<file path="src/rtl/quad_counter.sv">
// -----------------------------------------------------------------------------
// quad_counter
//
// Quadrature encoder decoder with a bounded position counter.
//
// The two encoder phases form a 2-bit state AB = {i_phase_a, i_phase_b} that
// walks 00 -> 10 -> 11 -> 01 -> 00 when turning clockwise and the reverse way
// when turning counter-clockwise. Every single-bit change moves a signed
// sub-counter one way or the other. When the sub-counter reaches +/-p_STEPS a
// detent is reported and the position count moves by one, either wrapping or
// saturating at the [p_MIN, p_MAX] limits. A change of both bits at once cannot
// come from a real encoder and is reported as an error.
//
// Parameters
//   p_WIDTH      position counter width
//   p_MIN        lowest count value (unsigned)
//   p_MAX        highest count value (unsigned), p_MIN < p_MAX < 2**p_WIDTH
//   p_INIT       count value after reset, p_MIN <= p_INIT <= p_MAX
//   p_MODE       0 = wrap at the limits, 1 = saturate at the limits
//   p_STEPS      valid transitions per detent (1, 2 or 4)
//   p_ERR_WIDTH  error counter width
//
// Ports
//   clk            sole clock, rising edge
//   rst            asynchronous, active-high reset
//   i_phase_a      encoder phase A, already synchronised to clk
//   i_phase_b      encoder phase B, already synchronised to clk
//   i_load         single-cycle strobe: load iv_load_value (clamped)
//   iv_load_value  value to load
//   i_clear_err    clears the error counter
//   ov_count       current position count
//   o_step         one-cycle pulse per completed detent
//   o_cw           direction of the last detent (1 = CW), held between steps
//   o_err          one-cycle pulse on an illegal transition
//   ov_err_cnt     saturating count of illegal transitions
//   o_at_min       high while ov_count == p_MIN
//   o_at_max       high while ov_count == p_MAX
// -----------------------------------------------------------------------------

`default_nettype none

module quad_counter #(
    parameter int unsigned p_WIDTH     = 8,
    parameter int unsigned p_MIN       = 0,
    parameter int unsigned p_MAX       = 255,
    parameter int unsigned p_INIT      = 0,
    parameter int unsigned p_MODE      = 0,
    parameter int unsigned p_STEPS     = 4,
    parameter int unsigned p_ERR_WIDTH = 4
) (
    input  logic                   clk,
    input  logic                   rst,
    input  logic                   i_phase_a,
    input  logic                   i_phase_b,
    input  logic                   i_load,
    input  logic [p_WIDTH-1:0]     iv_load_value,
    input  logic                   i_clear_err,
    output logic [p_WIDTH-1:0]     ov_count,
    output logic                   o_step,
    output logic                   o_cw,
    output logic                   o_err,
    output logic [p_ERR_WIDTH-1:0] ov_err_cnt,
    output logic                   o_at_min,
    output logic                   o_at_max
);

    // -------------------------------------------------------------------------
    // Local constants
    // -------------------------------------------------------------------------

    // Count arithmetic runs one bit wider than the count so that +1 at
    // p_MAX = 2**p_WIDTH - 1 does not fold back to zero.
    localparam int unsigned L_EXT_W = p_WIDTH + 1;

    // Load clamping uses two extra bits: the top bit is the borrow of a
    // subtraction and tells which side of a limit the load value is on.
    localparam int unsigned L_CMP_W = p_WIDTH + 2;

    // Signed sub-counter wide enough to hold +/-p_STEPS.
    localparam int unsigned L_SUB_W = $clog2(p_STEPS + 1) + 1;

    localparam logic [p_WIDTH-1:0] L_MIN  = p_WIDTH'(p_MIN);
    localparam logic [p_WIDTH-1:0] L_MAX  = p_WIDTH'(p_MAX);
    localparam logic [p_WIDTH-1:0] L_INIT = p_WIDTH'(p_INIT);

    localparam logic [L_EXT_W-1:0] L_EXT_ONE = L_EXT_W'(1);
    localparam logic [L_CMP_W-1:0] L_CMP_MIN = L_CMP_W'(p_MIN);
    localparam logic [L_CMP_W-1:0] L_CMP_MAX = L_CMP_W'(p_MAX);

    localparam logic signed [L_SUB_W-1:0] L_SUB_ONE = L_SUB_W'(1);
    localparam logic signed [L_SUB_W-1:0] L_SUB_POS = L_SUB_W'(p_STEPS);
    localparam logic signed [L_SUB_W-1:0] L_SUB_NEG = -L_SUB_POS;

    localparam logic [p_ERR_WIDTH-1:0] L_ERR_SAT = '1;

    localparam bit L_WRAP = (p_MODE == 0);

    // Classification of one sample of AB against the previous sample.
    typedef enum logic [1:0] {
        TR_NONE,     // AB unchanged
        TR_CW,       // one bit changed, clockwise order
        TR_CCW,      // one bit changed, counter-clockwise order
        TR_ILLEGAL   // both bits changed
    } trans_e;

    // Next AB state when turning clockwise: 00 -> 10 -> 11 -> 01 -> 00.
    function automatic logic [1:0] f_cw_next(input logic [1:0] ab);
        logic [1:0] nxt;
        case (ab)
            2'b00:   nxt = 2'b10;
            2'b10:   nxt = 2'b11;
            2'b11:   nxt = 2'b01;
            default: nxt = 2'b00;
        endcase
        return nxt;
    endfunction

    function automatic trans_e f_classify(input logic [1:0] prev,
                                          input logic [1:0] cur);
        trans_e kind;
        if (prev == cur) begin
            kind = TR_NONE;
        end else if ((prev ^ cur) == 2'b11) begin
            kind = TR_ILLEGAL;
        end else if (cur == f_cw_next(prev)) begin
            kind = TR_CW;
        end else begin
            kind = TR_CCW;
        end
        return kind;
    endfunction

    // -------------------------------------------------------------------------
    // Registers
    // -------------------------------------------------------------------------

    logic [1:0]                r_prev_ab;
    logic                      r_primed;   // r_prev_ab holds a real sample
    logic signed [L_SUB_W-1:0] r_sub;
    logic [p_WIDTH-1:0]        r_count;
    logic                      r_step;
    logic                      r_cw;
    logic                      r_err;
    logic [p_ERR_WIDTH-1:0]    r_err_cnt;

    // -------------------------------------------------------------------------
    // Transition decode
    // -------------------------------------------------------------------------

    logic [1:0] w_ab;
    trans_e     w_trans;

    assign w_ab    = {i_phase_a, i_phase_b};
    assign w_trans = f_classify(r_prev_ab, w_ab);

    // -------------------------------------------------------------------------
    // Sub-counter and detent detection
    // -------------------------------------------------------------------------

    logic signed [L_SUB_W-1:0] w_sub_inc;
    logic signed [L_SUB_W-1:0] w_sub_dec;
    logic signed [L_SUB_W-1:0] w_sub_nxt;
    logic                      w_detent;
    logic                      w_detent_cw;

    assign w_sub_inc = r_sub + L_SUB_ONE;
    assign w_sub_dec = r_sub - L_SUB_ONE;

    always_comb begin
        // NOTE: every signal driven here gets a default before any branch, so
        // no path leaves it unassigned and no latch is inferred.
        w_sub_nxt   = r_sub;
        w_detent    = 1'b0;
        w_detent_cw = 1'b0;

        case (w_trans)
            TR_CW: begin
                if (w_sub_inc == L_SUB_POS) begin
                    w_sub_nxt   = '0;
                    w_detent    = 1'b1;
                    w_detent_cw = 1'b1;
                end else begin
                    w_sub_nxt = w_sub_inc;
                end
            end
            TR_CCW: begin
                if (w_sub_dec == L_SUB_NEG) begin
                    w_sub_nxt = '0;
                    w_detent  = 1'b1;
                end else begin
                    w_sub_nxt = w_sub_dec;
                end
            end
            // A glitch or missed sample: forget any partial detent.
            TR_ILLEGAL: w_sub_nxt = '0;
            default:    w_sub_nxt = r_sub;
        endcase
    end

    // -------------------------------------------------------------------------
    // Count candidates: one step up, one step down, and the clamped load value
    // -------------------------------------------------------------------------

    logic [L_EXT_W-1:0] w_count_ext;
    logic [L_EXT_W-1:0] w_up_ext;
    logic [L_EXT_W-1:0] w_dn_ext;
    logic [p_WIDTH-1:0] w_count_up;
    logic [p_WIDTH-1:0] w_count_dn;

    assign w_count_ext = {1'b0, r_count};
    assign w_up_ext    = w_count_ext + L_EXT_ONE;
    assign w_dn_ext    = w_count_ext - L_EXT_ONE;

    always_comb begin
        w_count_up = w_up_ext[p_WIDTH-1:0];
        if (r_count == L_MAX) begin
            w_count_up = L_WRAP ? L_MIN : L_MAX;
        end
    end

    always_comb begin
        w_count_dn = w_dn_ext[p_WIDTH-1:0];
        if (r_count == L_MIN) begin
            w_count_dn = L_WRAP ? L_MAX : L_MIN;
        end
    end

    logic [L_CMP_W-1:0] w_load_cmp;
    logic [L_CMP_W-1:0] w_load_minus_min;
    logic [L_CMP_W-1:0] w_max_minus_load;
    logic               w_load_below_min;
    logic               w_load_above_max;
    logic [p_WIDTH-1:0] w_count_load;

    assign w_load_cmp       = {2'b00, iv_load_value};
    assign w_load_minus_min = w_load_cmp - L_CMP_MIN;
    assign w_max_minus_load = L_CMP_MAX - w_load_cmp;
    assign w_load_below_min = w_load_minus_min[L_CMP_W-1];
    assign w_load_above_max = w_max_minus_load[L_CMP_W-1];

    always_comb begin
        w_count_load = iv_load_value;
        if (w_load_below_min) begin
            w_count_load = L_MIN;
        end else if (w_load_above_max) begin
            w_count_load = L_MAX;
        end
    end

    // -------------------------------------------------------------------------
    // Error counter: clear wins over a simultaneous error, otherwise saturate
    // -------------------------------------------------------------------------

    logic [p_ERR_WIDTH-1:0] w_err_cnt_nxt;

    always_comb begin
        w_err_cnt_nxt = r_err_cnt;
        if (i_clear_err) begin
            w_err_cnt_nxt = '0;
        end else if ((w_trans == TR_ILLEGAL) && (r_err_cnt != L_ERR_SAT)) begin
            w_err_cnt_nxt = r_err_cnt + 1'b1;
        end
    end

    // -------------------------------------------------------------------------
    // State update
    // -------------------------------------------------------------------------

    always_ff @(posedge clk or posedge rst) begin
        if (rst) begin
            r_prev_ab <= 2'b00;
            r_primed  <= 1'b0;
            r_sub     <= '0;
            r_count   <= L_INIT;
            r_step    <= 1'b0;
            r_cw      <= 1'b0;
            r_err     <= 1'b0;
            r_err_cnt <= '0;
        end else begin
            // NOTE: non-blocking assignments throughout, so every register is
            // computed from the values sampled at this edge regardless of the
            // statement order below.
            r_prev_ab <= w_ab;
            r_step    <= 1'b0;
            r_err     <= 1'b0;

            if (!r_primed) begin
                // r_prev_ab still holds its reset value, not a real sample;
                // comparing against it could fake a step or an error.
                r_primed <= 1'b1;
            end else begin
                r_err     <= (w_trans == TR_ILLEGAL);
                r_err_cnt <= w_err_cnt_nxt;

                if (i_load) begin
                    // A detent completing on this edge is dropped.
                    r_count <= w_count_load;
                    r_sub   <= '0;
                end else begin
                    r_sub <= w_sub_nxt;
                    if (w_detent) begin
                        r_step  <= 1'b1;
                        r_cw    <= w_detent_cw;
                        r_count <= w_detent_cw ? w_count_up : w_count_dn;
                    end
                end
            end
        end
    end

    // -------------------------------------------------------------------------
    // Outputs
    // -------------------------------------------------------------------------

    assign ov_count   = r_count;
    assign o_step     = r_step;
    assign o_cw       = r_cw;
    assign o_err      = r_err;
    assign ov_err_cnt = r_err_cnt;
    assign o_at_min   = (r_count == L_MIN);
    assign o_at_max   = (r_count == L_MAX);

endmodule

`default_nettype wire

</file>
<file path="config.mk">
export PLATFORM = sky130hd
export DESIGN_NAME = quad_counter
export DESIGN_NICKNAME = d
export VERILOG_FILES = /design/src/rtl/quad_counter.sv
export SDC_FILE = /design/constraint.sdc
export NUM_CORES = 1
export LEC_CHECK = 0
export CORE_ASPECT_RATIO = 0.9
export CORE_MARGIN = 3
export CORE_UTILIZATION = 35
export CTS_CLUSTER_DIAMETER = 40
export CTS_CLUSTER_SIZE = 10
export DETAILED_ROUTE_END_ITERATION = 10
export PLACE_DENSITY = 0.57
export SLEW_MARGIN = 20
export SYNTH_ARGS = -nofsm -noshare
export SYNTH_HDL_FRONTEND = slang
export SYNTH_SLANG_ARGS = --single-unit
</file>
<file path="constraint.sdc">
create_clock -name clk -period 2.12 [get_ports clk]
set_input_delay 0.424 -clock clk [delete_from_list [all_inputs] [get_ports clk]]
set_output_delay 0.424 -clock clk [all_outputs]
set_load 0.05 [all_outputs]
</file>
# After elaboration in Yosys (flattened, before gate mapping)
# Cells that the tools add are included.
# word_totals
reg_bits,22
output_inout_bits,17
elab_cells,64
input_bits,14
# classes
mux,26
n_eq_ne,12
n_reduce_logical,10
addsub,6
bitwise,2
# ops
op,n
$mux 8,6
$mux 4,5
$pmux 4 s3,1
$eq 2x2->1 const B,5
$mux 2,5
$sub 8x8->9 const A,1
$add 8x1->8 const B,1
$eq 8x8->1 const B,1
$logic_not 8->1,1
$sub 8x1->8 const B,1
$mux 1,7
$pmux 2 s3,1
$reduce_and 2->1,3
$add 4x1->4 const B,1
$add 4x2->4 const B,1
$eq 2x2->1,2
$eq 4x3->1 const B,1
$eq 4x4->1 const B,1
$ne 4x4->1 const B,1
$reduce_bool 2->1,2
$reduce_bool 4->1,1
$sub 4x2->4 const B,1
$reduce_and 3->1,1
$eq 2x1->1 const B,1
5 further kinds,5

# Depth between registers and ports, before layout
# Gate-level depths: netlist of run 1.
# depth
word_depth,13
depth_mapped,12
mapped_depth_nobuf,10

# Worst setup path after synthesis of run 1
# Ideal clock, no wire load.
# synth_path
kind,reg2reg
startpoint,register r_count[1] (netlist: ov_count[1])
endpoint,register r_count[3] (netlist: ov_count[3])
path_buffers,0
path_stages_with_launch,7
setup_slack_ps,-232
arrival_time_ps,2224
period_less_slack_ps,2352
path_cell_list,dfrtp_1 ha_1 nand4_1 nor2_1 o31ai_1 nor4_1 nor3_1
# synth_between
elab_chain_cells,5
word_cells_on_any_way,9
# synth_lines
item,line_no,rtl
from (decl),140,logic [p_WIDTH-1:0] r_count;
from (signal assigned),297,r_count <= w_count_load;
from (signal assigned),304,r_count <= w_detent_cw ? w_count_up : w_count_dn;
$eq 8x8->1,-,
named net o_at_max,64,output logic o_at_max
$mux 8,216,if (r_count == L_MAX) begin
$mux 8,304,
$mux 8,301,if (w_detent) begin
$mux 8,295,if (i_load) begin
# The timed path passes the listed nets, and every way through them passes these cells. The select of a mux whose other input is x is not followed.
# A chain may end at the register's enable or synchronous reset.

# Final worst setup path of run 1
# layout_path
startpoint,register r_prev_ab[1]
endpoint,register r_count[3] (netlist: ov_count[3])
# layout_between
elab_chain_cells,13
word_cells_on_any_way,22
# layout_lines
item,line_no,rtl
from (decl),137,logic [1:0] r_prev_ab;
from (signal assigned),283,r_prev_ab <= w_ab;
$eq 2x2->1 or $logic_not 2->1 (tied branches),109,case (ab)
$pmux 2 s3,109,
$mux 2,123,end else if ((prev ^ cur) == 2'b11) begin
$mux 2,121,if (prev == cur) begin
$eq 2x2->1,125,end else if (cur == f_cw_next(prev)) begin
$mux 2,125,
$mux 2,123,
$mux 2 (*),121,
$eq 2x1->1,176,case (w_trans)
$mux 1,176,
$mux 8,304,
$mux 8,301,
$mux 8,295,
# Every way passes the cells marked *; elsewhere a longest branch is shown, timed or not. The select of a mux whose other input is x is not followed.

==> key figures, run 1 <==
Detailed routing
  – Mean number of vias per cell: ~5.3
  – Wire per inst: 15.0 µm
  – Remaining antenna violation count: 0
  – DRC violation total after the first TritonRoute iteration: around 120
  – Via count: around 1,900
  – Remaining design rule violation count: 0
  – Sum of routed wire length over all layers: about 5300 µm
  – Drt first pass iters: 5

Worst setup path
  – Category of the worst setup path capture point: flop
  – Worst Path Class, Setup: reg -> reg
  – Levels on crit path: 10
  – Most common cell on crit path: o21ai_1
  – Top delay family on crit path: simple AND/OR/NAND/NOR gates
  – Chain of cells forming the critical path: nand2_1, o21ai_1, o21ai_1, ha_2, and4bb_2, nor2_2, a31o_1, buf_6, and2b_2, nor3_2
  – CP Max Fanout: 5
  – CP startpoint kind: flop
  – CP Data Required Time: 2320 ps
  – Slowest cell on the critical path: dfrtp_1
  – Arrival @ worst endpoint: around 2300 ps
  – Crit path buf inv count: 1
  – Delay of the slowest cell on the worst path: 410 ps
  – Worst reg-to-reg path cell count: 10

Synth
  – Synthesized Nets: roughly 250
  – Number of unique standard cell types used by synthesis: 58
  – Number of synthesized flops with an enable pin: 0
  – Seq cells post-synth: 22
  – Share of the yosys chip area belonging to registers: 0.293
  – Warnings from Yosys: 0
  – Synthesized area per cell: ~8.4 µm²
  – Share of flip-flops with an asynchronous set or reset after synthesis: 1.00
  – Number of cells produced by synthesis: about 220
  – Most instantiated flip-flop cell in the synthesis netlist: dfrtp_1
  – Area of the mapped netlist: approximately 0.0019 mm²

Finish
  – Layout overhead on the synthesized area: 42.9%
  – Final std cells w/o fill: 355
  – Fin area: 0.00269 mm²
  – Layout fillers: around 460
  – Net count reported at finish: around 310
  – Diode count: 0
  – Share of post-route cells with drive strength above 1: 0.303

Power and ir drop
  – LEAKAGE: ~1.1 nW
  – Total power per unit cell area: about 760 mW/mm²
  – VDD IR max: 0.440 mV

Hold path
  – Tightest Hold Check Type: in -> async

Clocking
  – CTS root buf: clkbuf_8
  – Clock latency of the later-clocked register in the worst-skew pair: between 200 and 300 ps
  – Post-cts hold buffer count: 0
  – Clock transition at path regs: about 90 ps
  – Sinks on the clock net: 22
  – H-tree levels: 1
  – Clock tree from TritonCTS: built
  – CTS Buf Count: 3
  – Number of buffers on the longest clock path: 2

Global route
  – Global-route wire length before repair: roughly 8300 µm
  – Initial antenna violation count: 0
  – Vias in the first global route: between 1,500 and 2,000
  – Largest net degree at the start of global routing: 23
  – Sum of overflow across all layers after global routing: 0
  – Overall routing resource usage: 0.163

Floorplan
  – Die area: approximately 0.0063 mm²
  – Number of placement rows: 24
  – Initial core utilization: 0.375
  – Std-Cell Core Area: 0.00501 mm²
  – Height of the die: roughly 76 µm
  – Io pins: 31
  – Chip width: between 80 and 90 µm

Timing
  – Hold_ws: 488 ps
  – Final setup viols: 0
  – Count of endpoints failing hold in the final timing report: 0
  – Clock period minus final worst setup slack: approximately 2100 ps
  – RSZ-0062 raised after global routing: true
  – Tcrit/Tclk final: 0.978
  – Final Slew Violations: 0
  – Setup TNS: 0 ps
  – Worst clock skew on the final layout: 1.68 ps
  – Transition at the pin with the smallest max-transition slack: between 500 and 600 ps
  – Worst slew slack as a fraction of its limit: 0.662
  – Highest clock rate: 482 MHz

Run status
  – Outcome: completed

Placement
  – PortBufs: 30
  – Dpl cells: between 300 and 400
  – Half-perimeter wire length after placement: 3930 µm
  – Routability congestion estimate from global placement: ~0.8
  – DP Area: around 0.0025 mm²

Job
  – Number of maximum-capacitance constraint violations: 0
power breakdown:
group	internal [W]	switching, W
logic	0.000454	0.000602
clock network	0.000253	0.000157
registers	0.000487	0.0000990
total	0.00119	0.000859
metal layers:
| metal | vias to the layer above | track usage | wire (µm) |
|---|---|---|---|
| li1 | 955 | - | - |
| met1 | 897 | 0.232 | 2640 |
| met2 | 43 | 0.261 | 2460 |
| met3 | 2 | 0.0368 | 208 |
| met4 | 0 | 0.0254 | 19 |
| met5 | - | 0 | 0 |
sequential cells by signal, summed over array words and instances, names as in the netlist:
| signal | flops |
|---|---|
| o_cw | 1 |
| ov_count | 8 |
| r_primed | 1 |
| r_prev_ab | 2 |
| o_err | 1 |
| o_step | 1 |
| r_sub | 4 |
| ov_err_cnt | 4 |
cells in the final DEF, fill, tap and decap left out, types with 2 or more instances in the layout:
cell type and n:
nor3b_2 2, ha_2 2, o21ai_1 5, xor2_1 5, buf_12 2, nor2b_1 3
and4_1 2, nor4_1 2, o2bb2ai_1 2, nand4bb_4 2, dfrtp_2 2, xnor2_1 2
ha_1 6, clkbuf_8 3, o21ai_0 13, o22ai_1 2, o211ai_1 2, dfrtp_1 20
nand2_1 22, clkdlybuf4s50_1 20, nand3_1 11, mux2i_1 4, a21oi_1 11, nand2b_1 6
nand4_1 2, nor3_1 9, o31ai_1 4, nor2_1 9, o21a_1 2, a31oi_1 5
inv_1 12, or4_1 2, buf_4 51, nor3_2 5
layout make-up:
type	count	area (µm²)	share of cell area
multi-input combinational	174	1260	0.471
clock buffer	3	41.3	0.0154
timing repair buffer	77	667	0.248
tap	65	81.3	0.0303
inverter	13	48.8	0.0182
sequential	22	553	0.206
clock inverter	1	30.0	0.0112
worst paths after layout:
check                                  startpoint                 endpoint  slack, ps
setup / recovery           r_prev_ab[1]$_DFF_PP0_  ov_count[3]$_DFFE_PP0P_         50
hold / removal                                rst  ov_count[6]$_DFFE_PP0P_        490
setup reg to reg           r_prev_ab[1]$_DFF_PP0_  ov_count[3]$_DFFE_PP0P_         50
hold reg to reg                  o_cw$_DFFE_PP0P_         o_cw$_DFFE_PP0P_        540
max in group asynchronous                     rst  ov_count[1]$_DFFE_PP0P_       1380
min in group clk                 o_cw$_DFFE_PP0P_         o_cw$_DFFE_PP0P_        540
cells in the mapped netlist (2+ instances only):
cell type  count  area [µm²]
o31ai_1        5        37.5
a31oi_1        5        31.3
xor2_1         5        43.8
o21ai_0       19        95.1
clkbuf_8       2        27.5
ha_1           9         113
buf_6          4        45.0
mux2i_1        4        40.0
o2bb2ai_1      2        17.5
nand2_1       22        82.6
nor3b_1        2        15.0
nor3_1        13        65.1
nor2b_1        3        18.8
buf_2          2        10.0
nor2_1        11        41.3
buf_4          2        15.0
a21oi_1       11        55.1
a2111oi_0      2        17.5
o211ai_1       2        15.0
dfrtp_1       22         551
and4_1         2        17.5
o21a_1         2        15.0
nand3_1       11        55.1
nand2b_1       6        37.5
nor4_1         2        12.5
or4_1          2        15.0
inv_1         13        48.8
o22ai_1        2        12.5
clkbuf_1       6        22.5
nand4_1        2        12.5
xnor2_1        2        17.5
worst reg2reg max path, cell delays in order, from the launching register on:
cell	delay, ps
dfrtp_1	410
nand2_1	100
o21ai_1	60
o21ai_1	200
ha_2	210
and4bb_2	290
nor2_2	50
a31o_1	220
buf_6	140
and2b_2	190
nor3_2	140
stage by stage:
| stage | total power [W] | utilization | worst slack [ps] |
|---|---|---|---|
| floorplan | 0.00126 | - | -20.2 |
| global placement | 0.00160 | 0.498 | -544 |
| detailed placement | 0.00160 | 0.498 | -598 |
| CTS | 0.00202 | 0.513 | 7.73 |
| global route | 0.00217 | 0.535 | -71.9 |
| finish | 0.00205 | 0.535 | 45.7 |
repair_timing:
action | CTS | global route
gates cloned | 0 | 1
setup endpoints to repair | 15 | 14
setup buffers | 0 | 2
pin swaps | 0 | 3
gates resized for setup | 5 | 24
logic make-up after synthesis:
| family | Yosys count | share of synthesized area |
|---|---|---|
| muxes | 4 | 0.0213 |
| AOI/OAI and AO/OA | 67 | 0.243 |
| adders and majority gates | 9 | 0.0599 |
| xor gates and xnor gates | 7 | 0.0326 |
| DFF | 22 | 0.293 |
| other | 1 | 0.00200 |
| and+or+nand+nor | 85 | 0.258 |
| buffers and inverters | 29 | 0.0899 |
Note: power is estimated with default switching activity, not from simulation.
==> run 2: changes to the inputs <==
--- a/config.mk
+++ b/config.mk
@@ -11,6 +11,7 @@
 export CTS_CLUSTER_DIAMETER = 40
 export CTS_CLUSTER_SIZE = 10
 export DETAILED_ROUTE_END_ITERATION = 10
+export GPL_TIMING_DRIVEN = 0
 export PLACE_DENSITY = 0.57
 export SLEW_MARGIN = 20
 export SYNTH_ARGS = -nofsm -noshare
==> key figures, run 2 (synthesis gave the netlist of run 1 again) <==
Timing
  – Final Slew Violations: 0 (unchanged)
  – RSZ-0062 raised after global routing: true
  – Clock period minus final worst setup slack: 2090 ps (+13.0 ps)
  – Final setup viols: 0 (unchanged)
  – Post-layout worst setup margin: 32.7 ps (-13.0 ps)
  – Count of endpoints failing hold in the final timing report: 0 (unchanged)
  – Highest clock rate: 479 MHz (-0.62%)
  – Transition at the pin with the smallest max-transition slack: 897 ps (+391 ps)
  – Tcrit/Tclk final: 0.985 (+0.00612)
  – Worst clock skew on the final layout: 2.55 ps (+0.868 ps)
  – Worst slew slack as a fraction of its limit: 0.401 (-0.260)

Worst setup path
  – Crit path buf inv count: 5 (+4)
  – Slowest cell on the critical path: ha_4
  – Most common cell on crit path: buf_6
  – Chain of cells forming the critical path: clkdlybuf4s15_2, buf_6, mux2i_2, o21ai_2, inv_2, ha_4, inv_1, o21ai_0, a31o_4, buf_6, nor3b_2, nor3_1
  – CP startpoint kind: input port
  – Category of the worst setup path capture point: flop
  – Delay of the slowest cell on the worst path: 260 ps (-150 ps)
  – CP Max Fanout: 7 (+2)
  – Worst Path Class, Setup: in -> reg
  – Top delay family on crit path: buffers and inverters
  – CP Data Required Time: 2290 ps (-30 ps)
  – Arrival @ worst endpoint: 2250 ps (-20 ps)

Global route
  – Initial antenna violation count: 0 (unchanged)
  – Largest net degree at the start of global routing: 23 (unchanged)
  – Global-route wire length before repair: 8610 µm (+3.5%)
  – Vias in the first global route: 1,712 (-2.2%)
  – Overall routing resource usage: 0.170 (+0.00743)
  – Sum of overflow across all layers after global routing: 0 (unchanged)

Power and ir drop
  – Sw Ratio: 0.424 (+0.00540)
  – Internal power of the cells: 0.00121 W (+1.2%)
  – Combinational Power Share: 0.528 (+0.013)
  – Part of the total power dissipated in the clock network: 0.197 (-0.003)
  – Reported net switching power: 0.000888 W (+3.4%)
  – VDD IR max: 0.367 mV (-16%)
  – Part of the power in registers: 0.275 (-0.011)
  – Total power per unit cell area: 784 mW/mm² (+2.6%)
  – LEAKAGE: 1.06 nW (-6.2%)

Floorplan
  – Initial core utilization: 0.375 (unchanged)
  – Number of placement rows: 24 (unchanged)
  – Std-Cell Core Area: 0.00501 mm² (unchanged)
  – Io pins: 31 (unchanged)
  – Chip width: 83.2 µm (unchanged)
  – Die area: 0.00629 mm² (unchanged)
  – Height of the die: 75.5 µm (unchanged)

Clocking
  – Clock transition at path regs: 90 ps (about the same)
  – Post-cts hold buffer count: 0 (unchanged)
  – H-tree levels: 1 (unchanged)
  – Sinks on the clock net: 22 (unchanged)
  – Clock tree from TritonCTS: built
  – CTS root buf: clkbuf_8
  – Clock latency of the later-clocked register in the worst-skew pair: 280 ps (about the same)
  – CTS Buf Count: 3 (unchanged)
  – Number of buffers on the longest clock path: 2 (unchanged)

Finish
  – Sequential cell area: 556 µm² (+0.45%)
  – Max reg flops: 8 (unchanged)
  – Most frequent standard cell in the layout excluding fill and tap cells: clkdlybuf4s50_1
  – Diode count: 0 (unchanged)
  – Share of post-route cells with drive strength above 1: 0.300 (-0.00308)
  – Final std cells w/o fill: 338 (-4.8%)
  – Layout fillers: 461 (+1.1%)
  – Net count reported at finish: 297 (-5.4%)
  – Area used by multi-input combinational logic: 0.00135 mm² (+6.7%)
  – Commonest cells after routing, fill and taps aside: 24 x clkdlybuf4s50_1, 20 x nand2_1, 18 x dfrtp_1
  – Layout overhead on the synthesized area: 42.2%

Hold path
  – Tightest Hold Check Type: in -> reg

Detailed routing
  – Remaining antenna violation count: 0 (unchanged)
  – Drt first pass iters: 4 (-1)
  – Wire per inst: 15.6 µm (+4.2%)
  – Remaining design rule violation count: 0 (unchanged)
  – Sum of routed wire length over all layers: 5280 µm (-0.81%)
  – DRC violation total after the first TritonRoute iteration: 159 (+29%)
  – Mean number of vias per cell: 5.49 (+2.6%)
  – Via count: 1,854 (-2.3%)

Placement
  – Dpl cells: 319 (-8.3%)
  – Routability congestion estimate from global placement: 0.899 (+10%)
  – Worst setup timing slack at the placement stage: -728 ps (-130 ps)
  – Half-perimeter wire length after placement: 3590 µm (-8.7%)
  – PortBufs: 30 (unchanged)

Job
  – Number of maximum-capacitance constraint violations: 0 (unchanged)

Run status
  – Outcome: completed
==> run 2: cell types whose count changed in the layout (fill, tap and decap cells not counted), moves of 4 or more <==
cell / change
buf_4: -36
o21ai_2: +4
buf_6: +7
clkdlybuf4s50_1: +4
==> run 2: area by class of cell <==
cell class / instances / area share
tap: 65 / 0.0304
timing repair buffer: 45 / 0.157
multi-input combinational: 174 / 0.505
clock inverter: 1 / 0.0112
sequential: 22 / 0.208
clock buffer: 3 / 0.0154
buffer: 15 / 0.0548
inverter: 13 / 0.0183
==> run 2: path summary, 6_finish.rpt <==
check                                     startpoint                         to  slack [ps]  cells past startpoint
setup / recovery                           i_phase_a    ov_count[4]$_DFFE_PP0P_          30                     12
hold / removal                             i_phase_a     r_prev_ab[1]$_DFF_PP0_         360                      1
setup reg to reg              r_prev_ab[1]$_DFF_PP0_    ov_count[4]$_DFFE_PP0P_          60                     10
hold reg to reg            ov_err_cnt[2]$_DFFE_PP0P_  ov_err_cnt[2]$_DFFE_PP0P_         550                      1
max in group asynchronous                        rst     r_prev_ab[1]$_DFF_PP0_         880                      2
min in group asynchronous                        rst    ov_count[6]$_DFFE_PP0P_         630                      2
==> run 2: per-layer routing <==
| layer | part of all wire | global-route usage | wire, µm | up-vias |
|---|---|---|---|---|
| li1 | - | - | - | 926 |
| met1 | 0.48 | 0.243 | 2520 | 865 |
| met2 | 0.45 | 0.264 | 2400 | 56 |
| met3 | 0.058 | 0.0346 | 309 | 7 |
| met4 | 0.0098 | 0.0490 | 52 | 0 |
| met5 | 0 | 0 | 0 | - |
==> run 2: repair_timing <==
item                       CTS  global route
cloned                       1             1
pin swaps                    4            10
setup buffers                4            10
resized for setup           39            41
setup endpoints to repair   17            15
==> run 2: power by group through the flow <==
stage	clock network, W	registers, W	logic [W]
after global routing	0.000436	0.000590	0.00120
after floorplan	0	0.000734	0.000528
after global placement	0	0.000577	0.000945
final	0.000413	0.000576	0.00111
after CTS	0.000426	0.000571	0.000992
after detailed placement	0	0.000576	0.000946
==> run 2: through the flow <==
step                      hold WS (ps)  utilization  total power [W]  area, µm²  TNS (ps)
after global routing               363        0.533          0.00222       2670      -465
after detailed placement           532        0.454          0.00152       2280     -9720
after floorplan                    413            -          0.00126       1890     -20.2
after global placement             536        0.454          0.00152       2280     -9290
after CTS                          356        0.490          0.00199       2460     -75.3
final                              365        0.533          0.00210       2670         0
